$ cat config.mk
export PLATFORM = sky130hd
export DESIGN_NAME = acc_write_arbiter_flat
export DESIGN_NICKNAME = d
export VERILOG_FILES = /design/src/rtl/acc_write_arbiter_if.sv /design/src/rtl/acc_write_arbiter.sv /design/src/flat_wrapper.sv
export SDC_FILE = /design/constraint.sdc
export NUM_CORES = 1
export LEC_CHECK = 0
export BUFFER_PORTS_ARGS = -buffer_cell sky130_fd_sc_hd__buf_2
export CORE_MARGIN = 2
export CORE_UTILIZATION = 45
export DETAILED_ROUTE_END_ITERATION = 8
export PLACE_DENSITY_LB_ADDON = 0.15
export RECOVER_POWER = 100
export SLEW_MARGIN = 40
export SYNTH_ARGS = -nofsm -noshare
export SYNTH_HDL_FRONTEND = slang
export SYNTH_SLANG_ARGS = --single-unit
$ cat constraint.sdc
create_clock -name CLK -period 1.7 [get_ports CLK]
set_input_delay 0.085 -clock CLK [delete_from_list [all_inputs] [get_ports CLK]]
set_output_delay 0.085 -clock CLK [all_outputs]
set_load 0.03 [all_outputs]
$ cat src/rtl/acc_write_arbiter_if.sv
// Write-port bus for the accumulator file arbiter.
// It carries the two requester handshakes and the registered write port to the file.
interface acc_write_arbiter_if #(
    parameter int ADDR_W = 3,
    parameter int DATA_W = 8
);
    logic              alu_valid;
    logic [ADDR_W-1:0] alu_reg;
    logic [DATA_W-1:0] alu_data;
    logic              alu_ready;
    logic              ld_valid;
    logic [ADDR_W-1:0] ld_reg;
    logic [DATA_W-1:0] ld_data;
    logic              ld_ready;
    logic              isWrite;
    logic [ADDR_W-1:0] writeReg;
    logic [DATA_W-1:0] writeData;
    logic              bad_addr;

    modport master (
        output alu_valid, alu_reg, alu_data, ld_valid, ld_reg, ld_data,
        input  alu_ready, ld_ready, isWrite, writeReg, writeData, bad_addr
    );

    modport slave (
        input  alu_valid, alu_reg, alu_data, ld_valid, ld_reg, ld_data,
        output alu_ready, ld_ready, isWrite, writeReg, writeData, bad_addr
    );
endinterface

$ cat src/rtl/acc_write_arbiter.sv
// Shares the accumulator file's single write port between the ALU and load paths.
// It uses round-robin on contention, a registered write stage, address filtering and a contention counter.
//
// last_win | meaning
// ---------+-----------------------------------------------------------
// WIN_ALU  | ALU won the last contended cycle; the load path wins the next one
// WIN_LD   | Load path won the last contended cycle (reset); the ALU wins the next one
module acc_write_arbiter #(
    parameter int NUM_ACC = 6,
    parameter int ADDR_W  = 3,
    parameter int DATA_W  = 8
) (
    input  logic                CLK,
    input  logic                RST_N,
    input  logic                freeze,
    acc_write_arbiter_if.slave  bus,
    output logic [7:0]          conflict_cnt
);
    typedef enum logic {
        WIN_ALU = 1'b0,
        WIN_LD  = 1'b1
    } win_t;

    win_t              last_win;
    win_t              last_win_nxt;
    logic              active;
    logic              contend;
    logic              grant_alu;
    logic              grant_ld;
    logic              xfer;
    logic              in_range;
    logic [ADDR_W-1:0] sel_reg;
    logic [DATA_W-1:0] sel_data;

    always_ff @(posedge CLK) begin
        if (!RST_N) begin
            last_win <= WIN_LD;
        end else begin
            last_win <= last_win_nxt;
        end
    end

    always_comb begin
        last_win_nxt = last_win;
        grant_alu    = 1'b0;
        grant_ld     = 1'b0;
        active       = RST_N && !freeze;
        contend      = active && bus.alu_valid && bus.ld_valid;
        if (contend) begin
            if (last_win == WIN_LD) begin
                grant_alu    = 1'b1;
                last_win_nxt = WIN_ALU;
            end else begin
                grant_ld     = 1'b1;
                last_win_nxt = WIN_LD;
            end
        end else if (active) begin
            grant_alu = bus.alu_valid;
            grant_ld  = bus.ld_valid;
        end
    end

    assign bus.alu_ready = grant_alu;
    assign bus.ld_ready  = grant_ld;

    always_comb begin
        sel_reg  = grant_ld ? bus.ld_reg  : bus.alu_reg;
        sel_data = grant_ld ? bus.ld_data : bus.alu_data;
        xfer     = grant_alu || grant_ld;
        // Widen by one bit so NUM_ACC == 2**ADDR_W still compares correctly.
        in_range = {1'b0, sel_reg} < (ADDR_W+1)'(NUM_ACC);
    end

    always_ff @(posedge CLK) begin
        if (!RST_N) begin
            bus.isWrite   <= 1'b0;
            bus.writeReg  <= '0;
            bus.writeData <= '0;
            bus.bad_addr  <= 1'b0;
            conflict_cnt  <= 8'd0;
        end else begin
            bus.isWrite  <= xfer && in_range;
            bus.bad_addr <= xfer && !in_range;
            if (xfer && in_range) begin
                bus.writeReg  <= sel_reg;
                bus.writeData <= sel_data;
            end
            if (contend && (conflict_cnt != 8'hFF)) begin
                conflict_cnt <= conflict_cnt + 8'd1;
            end
        end
    end
endmodule

$ cat src/flat_wrapper.sv
// flat-port wrapper written by rule: the top's interface ports become plain ports
module acc_write_arbiter_flat 
#(
    parameter int NUM_ACC = 6,
    parameter int ADDR_W  = 3,
    parameter int DATA_W  = 8
)
  (CLK, RST_N, freeze, conflict_cnt, bus_alu_valid, bus_alu_reg, bus_alu_data, bus_ld_valid, bus_ld_reg, bus_ld_data, bus_alu_ready, bus_ld_ready, bus_isWrite, bus_writeReg, bus_writeData, bus_bad_addr);
  acc_write_arbiter_if #(.ADDR_W(ADDR_W), .DATA_W(DATA_W)) bus_i ();
  input  logic CLK;
  input  logic RST_N;
  input  logic freeze;
  output logic [7:0] conflict_cnt;
  input wire logic [$bits(bus_i.alu_valid)-1:0] bus_alu_valid;
  input wire logic [$bits(bus_i.alu_reg)-1:0] bus_alu_reg;
  input wire logic [$bits(bus_i.alu_data)-1:0] bus_alu_data;
  input wire logic [$bits(bus_i.ld_valid)-1:0] bus_ld_valid;
  input wire logic [$bits(bus_i.ld_reg)-1:0] bus_ld_reg;
  input wire logic [$bits(bus_i.ld_data)-1:0] bus_ld_data;
  output wire logic [$bits(bus_i.alu_ready)-1:0] bus_alu_ready;
  output wire logic [$bits(bus_i.ld_ready)-1:0] bus_ld_ready;
  output wire logic [$bits(bus_i.isWrite)-1:0] bus_isWrite;
  output wire logic [$bits(bus_i.writeReg)-1:0] bus_writeReg;
  output wire logic [$bits(bus_i.writeData)-1:0] bus_writeData;
  output wire logic [$bits(bus_i.bad_addr)-1:0] bus_bad_addr;
  assign bus_i.alu_valid = bus_alu_valid;
  assign bus_i.alu_reg = bus_alu_reg;
  assign bus_i.alu_data = bus_alu_data;
  assign bus_i.ld_valid = bus_ld_valid;
  assign bus_i.ld_reg = bus_ld_reg;
  assign bus_i.ld_data = bus_ld_data;
  assign bus_alu_ready = bus_i.alu_ready;
  assign bus_ld_ready = bus_i.ld_ready;
  assign bus_isWrite = bus_i.isWrite;
  assign bus_writeReg = bus_i.writeReg;
  assign bus_writeData = bus_i.writeData;
  assign bus_bad_addr = bus_i.bad_addr;
  acc_write_arbiter #(.NUM_ACC(NUM_ACC), .ADDR_W(ADDR_W), .DATA_W(DATA_W)) u_core (.CLK(CLK), .RST_N(RST_N), .freeze(freeze), .bus(bus_i), .conflict_cnt(conflict_cnt));
endmodule
==> results.txt <==
* Run status: finished clean
- The worst register-to-register path begins at u_core.conflict_cnt[0].
- Post-route standard cell area excluding fillers: 0.001361 mm^2
- The first global-routing pass estimated 3.884 mm of wire.
- Static timing analysis puts the maximum clock frequency at 645.0 MHz.
- Pwr Density: 816.6 mW/mm^2
* Final setup TNS: 0 ps
- Overall die height: 52.79 um
* Clock root buffer: sky130_fd_sc_hd__clkbuf_4
- The number of slew-limit violations in the final report came to 0.
- Setup violations remaining at the end of the flow were counted as 0.
- Summed instance area of the synthesized netlist: 0.001071 mm^2
* Max Cap Viol: 0
- Port buffering added 49 buffers.
- In the synthesized netlist the async set-or-reset flop fraction comes to 0%.
- Post-synthesis area per instance: 9.649 um^2
- Fill cells in the final layout number 221.
- Fin crit period: 1550 ps
- The slowest stage of the critical path is the sky130_fd_sc_hd__dlygate4sd3_1 cell.
- At the end of routability-driven placement, the weighted congestion stood at 0.7153.
- Largest voltage drop on the vdd net: 0.4002 mV
- The longest clock path from root to sink contains 2 buffers.
* Maximum clock skew at final layout: 2.911 ps
- The area growth from synthesis to layout is 27.10%.
- In the routed layout, each cell is associated on average with a via count of 5.429.
- The signal on the critical path passes through dlygate4sd3_1 -> buf_2 -> and2b_4 -> nand3_2 -> inv_2 -> or3_1 -> a311oi_1.
- Count of antenna diodes in the layout: 0
* Placeable core area: 0.002233 mm^2
- Setup repair after global routing left no endpoint under its margin.
- Once detail routing completed, the nets flagged for antenna violations numbered 0.
* HPWL after detailed placement: 1.868 mm
* Placed standard-cell area: 0.001334 mm^2
- Vias in the first global route: 945
- WP data required: 1910 ps
- Clk sinks: 22
- Mapped Cells: 111
- Once the floorplan was initialized, standard cells occupied 47.96% of the core.
- The most used flip-flop cell after synthesis is sky130_fd_sc_hd__dfxtp_1.
- Die Area: 0.002786 mm^2
- Critical-path maximum fanout: 6
- Summed over its instances, the top area cell type makes up 41.12% of the synthesized netlist area.
- Total GRT Usage: 19.16%
* Horiz. Die Dim: 52.79 um
* GRT overflow: 0
- In this run the worst hold path is classified as in -> reg.
* Share of the clock period used by the worst path after layout: 91.19%
- The number of different library cells used by synthesis comes to 33.
* Via count: 1026
- Critical path class: in -> reg
* Most common cell in the synthesized netlist: sky130_fd_sc_hd__dfxtp_1
* Post-synthesis net count: 139
* Buffers and inverters on the worst path: 3
* Largest net degree at the start of global routing: 14
- Hold violation count in the final report: 0
- Iteration-0 DRC Markers: 6
- Before antenna repair, the detailed router went through 4 iterations.
- Counting flops and latches in the post-synthesis netlist gives 22.
- The worst setup path is launched from an input pin.
- Worst Setup EP: u_core.bus.writeReg[1]
- Number of enable flip-flop cells after synthesis: 0
- The endpoint identified for the worst register-to-register timing path is u_core.conflict_cnt[7].
- Worst slack at placement: 269.8 ps
* Leak pwr: 0.5177 nW
- The initial antenna violation count is 0.
- Across all register-to-register paths, the minimum setup slack is 250 ps.
- After clock tree synthesis, the clock-pin slew on the worst setup and hold paths is 120 ps.
- Clock insertion delay at the later pin of the skew report: 300 ps
- Number of CTS-inserted buffers: 3
- Post-route DRC: 0
- Summed over all layers, the routed wires come to 2.487 mm.
* Number of H-tree branching levels: 1
- After layout, the worst setup slack is 149.7 ps.
* Most instantiated cells after synthesis: 22 x sky130_fd_sc_hd__dfxtp_1, 11 x sky130_fd_sc_hd__or3_1, 10 x sky130_fd_sc_hd__o2111a_1
- Fraction of layout instances using a drive strength above 1: 22.36%
* WL/cell: 13.16 um
- Ranked by total cell area, the synthesized netlist is headed by sky130_fd_sc_hd__dfxtp_1 41%, sky130_fd_sc_hd__o2111a_1 11%, sky130_fd_sc_hd__or3_1 6.4%.
* Final core utilization: 60.95%
* Critical path depth: 7
* Count of pins on the block boundary: 50
* CTS tree: yes
* Number of core rows: 17
* CP Capture Type: flip-flop
* Launch point of the worst path: RST_N
- The completed layout was analyzed and its total power is 1.112 mW.
* Net count, final: 190
- Library cell with the largest summed area after synthesis: sky130_fd_sc_hd__dfxtp_1
- In this design, the largest share of critical-path delay is due to buffers and inverters.
- For the worst flop-to-flop path, the logic depth is 5.
* Maximum cell stage delay along the critical path: 530 ps
- Arrival time of the worst setup path: 1760 ps
* Max transition margin: 70.79%
- Actual slew at the worst max-slew pin: 436.3 ps
- Yosys warnings: 0
- Sequential elements use 41.12% of the synthesized area.
==> worst min-delay path by stage <==
stage / slack (ps) / startpoint / to / cells after the start
5_1_grt: 50 / bus_alu_reg[1] / u_core.bus.bad_addr / 3
4_1_cts: 40 / bus_alu_reg[1] / u_core.bus.bad_addr / 3
3_3_place_gp: 310 / RST_N / u_core.last_win / 2
6_report: 50 / bus_alu_reg[1] / u_core.bus.bad_addr / 3
3_5_place_dp: 320 / RST_N / u_core.last_win / 2
2_1_floorplan: 240 / bus_alu_reg[1] / u_core.bus.bad_addr / 2
==> routing by layer <==
layer  up-vias  track usage [%]  routed length (um)
li1        513                -                   -
met1       485            20.56                1052
met5         -                0                   0
met4         0            6.838                  14
met2        26            36.04                1255
met3         2            4.286                 164
==> placed cells by master (no fill, tap or decap), drive strengths merged, types with 2 or more instances in the layout <==
master / instances
or3: 11
o31ai: 4
buf: 28
nand4: 2
or2b: 3
clkbuf: 26
nand3: 4
nand2: 8
nor2: 5
dfxtp: 22
o211ai: 5
mux2i: 2
o2111a: 10
xor2: 2
and4: 2
inv: 4
o21ai: 2
and2: 2
xnor2: 2
nand2b: 7
==> cell type report <==
type | instances | area [um^2] | area share, %
inverter | 4 | 15.01 | 1.103
clock buffer | 3 | 22.52 | 1.654
sequential | 22 | 440.4 | 32.35
multi-input combinational | 79 | 576.8 | 42.37
clock inverter | 1 | 30.03 | 2.206
timing repair buffer | 52 | 241.5 | 17.74
tap | 28 | 35.03 | 2.574
==> through the flow <==
step           hold slack [ps]  instances
2_1_floorplan            236.9        111
3_3_place_gp             310.0        184
3_5_place_dp             315.2        184
4_1_cts                  38.15        189
5_1_grt                  52.04        189
6_report                 46.96        189
==> worst register-to-register path, stage by stage (launching register included) <==
cell                       delay (ps)
sky130_fd_sc_hd__dfxtp_1          400
sky130_fd_sc_hd__ha_1             220
sky130_fd_sc_hd__nand3_1          110
sky130_fd_sc_hd__o211ai_1         390
sky130_fd_sc_hd__nor2_1           100
sky130_fd_sc_hd__mux2i_1          130
==> sequential cells by signal, indices dropped and copies added, names as in the netlist <==
register / cells
u_core.bus.writeData: 8
u_core.last_win: 1
u_core.bus.bad_addr: 1
u_core.bus.writeReg: 3
u_core.conflict_cnt: 8
u_core.bus.isWrite: 1
==> report_power, final <==
part / switching, mW / internal, mW
Combinational: 0.0996 / 0.0642
Clock: 0.162 / 0.238
Sequential: 0.0107 / 0.537
==> cells by family after synthesis <==
family,synth area share (%)
DFF,41.12
AOI/OAI and AO/OA,21.38
and+or+nand+nor,26.75
buffers and inverters,4.438
xor gates and xnor gates,3.272
adders and majority gates,1.168
muxes,1.869
==> timing repair <==
item,4_1_cts,5_1_grt
setup buffers,0,0
hold buffers,1,0
hold endpoints to repair,1,0
resized for setup,0,0
No activity file was read; power rests on OpenSTA's default activity.
